<file path="src/rtl/pwm_capture_if.sv">
// pwm_capture_if: control inputs and measurement results of one pwm_capture channel
interface pwm_capture_if #(parameter int W = 16);
  logic enable;
  logic pwm_in;
  logic irq_clr;
  logic [W-1:0] high_cnt;
  logic [W-1:0] period_cnt;
  logic [7:0] duty_pct;
  logic valid;
  logic timeout;
  logic overrun;
  logic irq;
  modport master (
    output enable, pwm_in, irq_clr,
    input high_cnt, period_cnt, duty_pct, valid, timeout, overrun, irq
  );
  modport slave (
    input enable, pwm_in, irq_clr,
    output high_cnt, period_cnt, duty_pct, valid, timeout, overrun, irq
  );
endinterface

</file>
<file path="src/rtl/pwm_capture.sv">
// pwm_capture: measures high time, period and duty percent of a sampled PWM line, with timeout/overrun flags
module pwm_capture #(
  parameter int W = 16,
  parameter int TIMEOUT_CYC = 4000
) (
  input logic clk_100,
  input logic rst_n,
  pwm_capture_if.slave bus
);
  localparam int NW = W + 7;
  localparam int DW = $clog2(NW + 1);
  localparam int TW = $clog2(TIMEOUT_CYC + 1);
  typedef enum logic [1:0] {IDLE, ARM, HIGH, LOW} state_t;
  state_t state;
  logic s1, s2, s3;
  logic [W-1:0] cnt, hi_lat, d_hi, den, rem, diff;
  logic [TW-1:0] tcnt;
  logic [NW-1:0] n;
  logic [DW-1:0] dcnt;
  logic fin;
  logic rise, fall, fire, launch, busy, abort, done, ge;
  logic [W:0] r_sh;
  // edge detection, timeout and divider step decode
  always_comb begin
    rise = s2 & ~s3;
    fall = ~s2 & s3;
    fire = bus.enable && state != IDLE && !rise && !fall && tcnt == TW'(TIMEOUT_CYC - 1);
    busy = dcnt != '0 || fin;
    launch = bus.enable && state == LOW && rise;
    abort = !bus.enable || fire;
    done = fin && !abort;
    r_sh = {rem, n[NW-1]};
    ge = r_sh >= {1'b0, den};
    diff = r_sh[W-1:0] - den;
  end
  // two-flop synchroniser followed by the edge register
  always_ff @(posedge clk_100 or negedge rst_n)
    if (!rst_n) begin
      s1 <= 1'b0;
      s2 <= 1'b0;
      s3 <= 1'b0;
    end else begin
      s1 <= bus.pwm_in;
      s2 <= s1;
      s3 <= s2;
    end
  // measurement FSM: the rising-edge cycle counts as 1, a closing rise also opens the next period
  always_ff @(posedge clk_100 or negedge rst_n)
    if (!rst_n) begin
      state <= IDLE;
      cnt <= '0;
      hi_lat <= '0;
      tcnt <= '0;
    end else if (abort) begin
      state <= bus.enable ? ARM : IDLE;
      cnt <= '0;
      tcnt <= '0;
    end else begin
      state <= state == IDLE ? ARM : rise ? HIGH : (fall && state == HIGH) ? LOW : state;
      cnt <= state == IDLE ? '0 : rise ? W'(1) : state == ARM ? '0 : cnt == '1 ? cnt : cnt + 1'b1;
      tcnt <= (state == IDLE || rise || fall) ? '0 : tcnt + 1'b1;
      if (state == HIGH && fall) hi_lat <= cnt;
    end
  // restoring divider, one quotient bit per cycle; the quotient shifts into the numerator register
  always_ff @(posedge clk_100 or negedge rst_n)
    if (!rst_n) begin
      dcnt <= '0;
      fin <= 1'b0;
      n <= '0;
      rem <= '0;
      den <= '0;
      d_hi <= '0;
    end else if (abort) begin
      dcnt <= '0;
      fin <= 1'b0;
    end else if (launch && !busy) begin
      n <= NW'(hi_lat) * NW'(100);
      rem <= '0;
      den <= cnt;
      d_hi <= hi_lat;
      dcnt <= DW'(NW);
      fin <= 1'b0;
    end else begin
      fin <= dcnt == DW'(1);
      if (dcnt != '0) begin
        n <= {n[NW-2:0], ge};
        rem <= ge ? diff : r_sh[W-1:0];
        dcnt <= dcnt - 1'b1;
      end
    end
  // result registers and sticky flags; a new set beats a simultaneous clear
  always_ff @(posedge clk_100 or negedge rst_n)
    if (!rst_n) begin
      bus.high_cnt <= '0;
      bus.period_cnt <= '0;
      bus.duty_pct <= '0;
      bus.valid <= 1'b0;
      bus.timeout <= 1'b0;
      bus.overrun <= 1'b0;
      bus.irq <= 1'b0;
    end else begin
      bus.valid <= done || fire;
      if (fire) begin
        bus.high_cnt <= '0;
        bus.period_cnt <= '0;
        bus.duty_pct <= s2 ? 8'd100 : 8'd0;
        bus.timeout <= 1'b1;
      end else if (done) begin
        bus.high_cnt <= d_hi;
        bus.period_cnt <= den;
        bus.duty_pct <= n > NW'(100) ? 8'd100 : n[7:0];
        bus.timeout <= 1'b0;
      end
      bus.irq <= done || fire || (bus.irq && !bus.irq_clr);
      bus.overrun <= (launch && busy) || (bus.overrun && !bus.irq_clr);
    end
endmodule

</file>
<file path="src/flat_wrapper.sv">
// flat-port wrapper written by rule: the top's interface ports become plain ports
module pwm_capture_flat 
#(
  parameter int W = 16,
  parameter int TIMEOUT_CYC = 4000
)
  (clk_100, rst_n, bus_enable, bus_pwm_in, bus_irq_clr, bus_high_cnt, bus_period_cnt, bus_duty_pct, bus_valid, bus_timeout, bus_overrun, bus_irq);
  pwm_capture_if #(.W(W)) bus_i ();
  input logic clk_100;
  input logic rst_n;
  input wire logic [$bits(bus_i.enable)-1:0] bus_enable;
  input wire logic [$bits(bus_i.pwm_in)-1:0] bus_pwm_in;
  input wire logic [$bits(bus_i.irq_clr)-1:0] bus_irq_clr;
  output wire logic [$bits(bus_i.high_cnt)-1:0] bus_high_cnt;
  output wire logic [$bits(bus_i.period_cnt)-1:0] bus_period_cnt;
  output wire logic [$bits(bus_i.duty_pct)-1:0] bus_duty_pct;
  output wire logic [$bits(bus_i.valid)-1:0] bus_valid;
  output wire logic [$bits(bus_i.timeout)-1:0] bus_timeout;
  output wire logic [$bits(bus_i.overrun)-1:0] bus_overrun;
  output wire logic [$bits(bus_i.irq)-1:0] bus_irq;
  assign bus_i.enable = bus_enable;
  assign bus_i.pwm_in = bus_pwm_in;
  assign bus_i.irq_clr = bus_irq_clr;
  assign bus_high_cnt = bus_i.high_cnt;
  assign bus_period_cnt = bus_i.period_cnt;
  assign bus_duty_pct = bus_i.duty_pct;
  assign bus_valid = bus_i.valid;
  assign bus_timeout = bus_i.timeout;
  assign bus_overrun = bus_i.overrun;
  assign bus_irq = bus_i.irq;
  pwm_capture #(.W(W), .TIMEOUT_CYC(TIMEOUT_CYC)) u_core (.clk_100(clk_100), .rst_n(rst_n), .bus(bus_i));
endmodule
</file>
<file path="config.mk">
export PLATFORM = sky130hd
export DESIGN_NAME = pwm_capture_flat
export DESIGN_NICKNAME = d
export VERILOG_FILES = /design/src/rtl/pwm_capture_if.sv /design/src/rtl/pwm_capture.sv /design/src/flat_wrapper.sv
export SDC_FILE = /design/constraint.sdc
export NUM_CORES = 1
export LEC_CHECK = 0
export ABC_AREA = 1
export BUFFER_PORTS_ARGS = -buffer_cell sky130_fd_sc_hd__buf_2
export CAP_MARGIN = 10
export CELL_PAD_IN_SITES_DETAIL_PLACEMENT = 1
export CELL_PAD_IN_SITES_GLOBAL_PLACEMENT = 2
export CORE_MARGIN = 1
export CORE_UTILIZATION = 30
export CTS_CLUSTER_DIAMETER = 60
export CTS_CLUSTER_SIZE = 10
export DETAILED_ROUTE_END_ITERATION = 8
export HOLD_SLACK_MARGIN = 0.05
export MAX_ROUTING_LAYER = met4
export PLACE_DENSITY_LB_ADDON = 0.15
export SLEW_MARGIN = 20
export SYNTH_ARGS = -nofsm -noshare
export SYNTH_HDL_FRONTEND = slang
export SYNTH_SLANG_ARGS = --single-unit
</file>
<file path="constraint.sdc">
create_clock -name clk_100 -period 4.85 [get_ports clk_100]
set_input_delay 0.2425 -clock clk_100 [delete_from_list [all_inputs] [get_ports clk_100]]
set_output_delay 0.2425 -clock clk_100 [all_outputs]
set_load 0.02 [all_outputs]
</file>
# --- Word-level counts from Yosys, hierarchy flattened ---
# Index checks and enable logic that the tools add are counted.
# Widths: inputs -> output; s select.
op_classes:
  bitwise: 5
  muxes: 32
  addsub: 4
  n_lt_le_gt_ge: 2
  n_eq_ne: 7
  reduce_logical: 35
  multipliers: 1
ops:
  columns: ["operator", "count"]
  rows:
  - ["$mux 16", 12]
  - ["$mux 23", 2]
  - ["$mux 12", 2]
  - ["$mux 8", 3]
  - ["$gt 23x7->1 const B", 1]
  - ["$mul 16x5->21 const B", 1]
  - ["$ge 17x16->1", 1]
  - ["$add 16x1->16 const B", 1]
  - ["$eq 16x16->1 const B", 1]
  - ["$sub 16x16->16", 1]
  - ["$mux 5", 3]
  - ["$add 12x1->12 const B", 1]
  - ["$eq 12x12->1 const B", 1]
  - ["$logic_and 1x1->1", 12]
  - ["$mux 2", 4]
  - ["$logic_or 1x1->1", 7]
  - ["$mux 7", 1]
  - ["$logic_not 1->1", 6]
  - ["$reduce_and 2->1", 3]
  - ["$reduce_bool 2->1", 3]
  - ["$eq 5x1->1 const B", 1]
  - ["$mux 1", 5]
  - ["$ne 5x1->1 const B", 1]
  - ["$reduce_bool 5->1", 1]
  - ["other kinds (8)", 12]
totals:
  out_inout_bits: 44
  elab_cells: 106
  input_bits: 5
  regBits: 170

# --- Longest topological paths before layout ---
logic_depth:
  depth_word: 11
  mapped_depth: 16

# --- Worst setup path before layout ---
# OpenSTA, ideal clock, no wires.
synth_path:
  kind: "register to register"
  start: "register u_core.hi_lat[3]"
  end: "register u_core.n[22]"
  t_arrival_ns: 2.635
  stages_incl_launch_ff: 17
  period_less_slack_ns: 2.751
  setup_time_ns: 0.116
  setup_slack_ns: 2.099
  cell_sequence: "dfrtp_1 ha_1 ha_1 inv_1 fa_1 inv_1 ha_1 a21oi_1 nand2_1 nand2_1 nand3_1 nand2_1 nand2_1 nand2_1 nand3_1 nand2_1 nand2_1"
synth_via:
  elab_chain_cells: 2
synth_rtl:
  columns: ["element", "line_no", "rtl"]
  rows:
  - ["from (decl)", "pwm_capture.sv:16", "logic [W-1:0] cnt, hi_lat, d_hi, den, rem, diff;"]
  - ["from (signal assigned)", "pwm_capture.sv:62", "if (state == HIGH && fall) hi_lat <= cnt;"]
  - ["$mul 16x5->21", "pwm_capture.sv:77", "n <= NW'(hi_lat) * NW'(100);"]
  - ["$mux 23", "pwm_capture.sv:76", "end else if (launch && !busy) begin"]
  - ["to (signal assigned)", "pwm_capture.sv:77", null]
  - ["to (signal assigned)", "pwm_capture.sv:86", "n <= {n[NW-2:0], ge};"]
  - ["to (decl)", "pwm_capture.sv:18", "logic [NW-1:0] n;"]
# Every way passes these cells.
# A chain may end at the register's enable or synchronous reset.

# --- Worst setup path in the final report ---
layout_path:
  start: "register u_core.hi_lat[4]"
  end: "register u_core.n[14]"
# Same word-level chain as after synthesis.

==> metrics.md <==
| Metric | Value |
|---|---|
| Outcome | `finished clean` |
| Floorplan Core Area | `33700 µm²` |
| Initial DRT Pass Iterations | `4` |
| Drt wl/cell | `16.6 µm` |
| Clock sink total | `170` |
| Detail Route Antenna Nets | `0` |
| First-pass GRT wire length | `51.3 mm` |
| Post-cts sizing count | `0` |
| VDD IR max | `roughly 0.23 mV` |
| Placer congestion estimate | `0.804` |
| Number of port buffers | `48` |
| Post-synth EDFFs | `0` |
| Clk buf depth | `2` |
| CTS Buf Count | `17` |
| Hold Slack | `164 ps` |
| Pwr Total | `5220 µW` |
| Clk_lat worst skew | `between 400 and 500 ps` |
| Kind of end point of the critical path | `flip-flop` |
| Number of fill cells | `4221` |
| Post-synthesis cell count | `1361` |
| Measured slew at the worst slew-check pin | `928 ps` |
| Via density | `between 4 and 5` |
| Nets | `about 1500` |
| CTS tree | `yes` |
| Largest area contributor in the netlist | `dfrtp_1` |
| Total wire length | `30.9 mm` |
| Max_cap viols | `0` |
| Die height | `188 µm` |
| Gr busiest metal | `met1` |
| Slowest cell on crit path | `fa_1` |
| Clock Skew | `10.2 ps` |
| Max-Slew Margin vs Limit | `0.378` |
| # setup viols final | `0` |
| CP delay by family, top | `adder cells` |
| Final HPWL DP | `23.7 mm` |
| Vias in the first global route | `~9300` |
| Syn. warnings | `0` |
| PD cells | `around 450 nW/µm²` |
| Post-Syn Area | `about 10000 µm²` |
| Ratio of cells with drive above 1 in the final layout | `0.0832` |
| GRT met1 Usage | `0.279` |
| Startpoint Class | `flip-flop` |
| GRT met3 Usage | `0.0255` |
| RSZ-0062 raised after global routing | `false` |
| Sequential cell area fraction in the yosys report | `0.411` |
| Clk slew on worst S/H paths | `about 70 ps` |
| Die W | `around 190 µm` |
| Final worst-path cycle share | `0.671` |
| Unique cell type count in the Yosys netlist | `45` |
| Antenna fix cells | `0` |
| Via count | `8786` |
| Worst EP required | `5230 ps` |
| Worst Hold Class | `input port to flip-flop` |
| Die area | `35200 µm²` |
| Slew Limit Fails | `0` |
| CTS Root Cell | `clkbuf_16` |
| Final Hold Viols | `0` |
| Post-synth top area share | `0.411` |
| Initial DRC count | `~400` |
| Crit path arrival time | `3630 ps` |
| Placed insts | `1831` |
| Synth top area cells | `dfrtp_1 (41%), nand2_1 (15%), ha_1 (8.7%)` |
| Total congestion overflow | `0` |
| Final Util | `0.344` |
| Core Rows | `67` |
| CP max FO | `5` |
| Final min period | `roughly 3300 ps` |
| Yosys reg bits | `170` |
| Area growth, synth to finish | `12.1%` |
| Initial core utilization | `0.307` |
| Fmax | `307 MHz` |
| # DRC | `0` |
| CP peak stage delay | `about 510 ps` |
| Sequence of cells on the critical path | `ha_1, ha_1, inv_1, fa_1, inv_1, ha_1, a21oi_1, nand2_1, nand2_1, nand3_1, xor2_1, nand2_1, a21boi_1` |
| Met2 Usage GRT | `0.278` |
| Most frequently used flop master after synthesis | `dfrtp_1` |
| H-tree levels | `4` |
| GRT Util Overall | `0.192` |
| Io pins | `49` |
| Largest net degree at the start of global routing | `92` |
| Leakage power | `0.00610 µW` |
| FFs w/ async S/R, synth | `1.00` |
| TNS Setup | `0 ps` |
| Post-Layout Cell Count | `around 1900` |
| Syn Area/Cell | `about 7.6 µm²` |
| Worst Path Class, Setup | `flip-flop to flip-flop` |
| Mapped Nets | `1450` |
| Initial antenna violation count | `0` |
| Buf/Inv on CP | `2` |
==> timing repair <==
item,4_1_cts,5_1_grt
hold buffers,3,0
setup endpoints to repair,0,0
setup buffers,0,0
endpoints found under the hold margin,92,0
==> kinds of logic after synthesis <==
| family | count (synthesis) | share of synthesized area |
|---|---|---|
| fa+ha+maj | 84 | 0.110 |
| compound gates | 175 | 0.0912 |
| simple gates | 658 | 0.273 |
| flops | 170 | 0.411 |
| buf+inv | 257 | 0.0993 |
| xor+xnor | 17 | 0.0144 |
==> synthesized netlist by cell type (all sizes together) (2+ instances only) <==
cell type and number:
nand2 411, fa 12, o21bai 3, inv 224
or2 2, o31ai 2, nand3 95, o22ai 4
ha 72, o211ai 7, clkbuf 12, xnor2 7
buf 21, nor3b 3, nand4 10, nor3 17
nand3b 16, dfrtp 170, a22oi 2, nor4 3
a21oi 30, a2bb2oi 2, nor2 96, o21ai 118
a21boi 4, xor2 10, and2 4
==> state kept, by name, summed over array words and instances, names as in the netlist, 2 cells and up <==
signal	count
u_core.n	23
u_core.bus.high_cnt	16
u_core.bus.period_cnt	16
u_core.cnt	16
u_core.d_hi	16
u_core.den	16
u_core.hi_lat	16
u_core.rem	16
u_core.tcnt	12
u_core.bus.duty_pct	8
u_core.dcnt	5
u_core.state	2
==> routing by layer <==
metal | part of all wire | wire (µm)
met2 | 0.42 | 12900
met3 | 0.025 | 787
met1 | 0.55 | 16900
met4 | 0.011 | 355
met5 | 0 | 0
==> stage by stage <==
step / setup WS, ps / cell area (µm²)
floorplan: 2100 / 10300
global placement: 1620 / 11000
detailed placement: 1590 / 11000
CTS: 1570 / 11600
global route: 1370 / 11600
finish: 1590 / 11600
==> area by class of cell <==
class                   count  area (µm²)  area share
clock buffers              19         443      0.0382
clock inverters            13        95.1     0.00820
inverters                 224         843      0.0727
multi-input cells         934        5070       0.437
flip-flops and latches    170        4250       0.367
well taps                 448         561      0.0483
repair buffers             58         332      0.0286
==> worst min-delay path, cell delays in order <==
cell and delay, ps:
buf_2 180, o21ai_0 110, nor2_1 50
==> report_power, final <==
| group | internal, µW | switching, µW |
|---|---|---|
| logic | 637 | 1290 |
| clock network | 670 | 635 |
| registers | 1780 | 210 |
| total | 3090 | 2130 |
==> cells in the final DEF (no fill, tap or decap), drive strengths merged, types with 3 or more instances in the layout <==
cell type,count
ha,72
nor2,96
and2,4
o21bai,3
nor3,17
buf,54
nand3,95
xor2,10
dfrtp,170
a21boi,4
nand3b,16
a21oi,30
nand2,411
clkinv,4
o211ai,7
dlygate4sd3,3
nand4,10
o21ai,118
clkbuf,20
o22ai,4
nor4,3
inv,227
nor3b,3
clkinvlp,6
xnor2,7
fa,12
==> path summary, 6_finish.rpt <==
kind / from / slack, ps / end / depth (start not counted)
worst max register to register: u_core.hi_lat[4]$_DFFE_PN0P_ / 1590 / u_core.n[14]$_DFFE_PN0P_ / 13
worst max-delay path: u_core.hi_lat[4]$_DFFE_PN0P_ / 1590 / u_core.n[14]$_DFFE_PN0P_ / 13
worst min-delay path: bus_enable / 160 / u_core.state[0]$_DFFE_PN0P_ / 3
max in group asynchronous: rst_n / 3370 / u_core.n[22]$_DFFE_PN0P_ / 3
worst min register to register: u_core.s1$_DFF_PN0_ / 430 / u_core.s2$_DFF_PN0_ / 0
min in group asynchronous: rst_n / 410 / u_core.tcnt[2]$_DFF_PN0_ / 2
No activity file was read; power rests on OpenSTA's default activity.
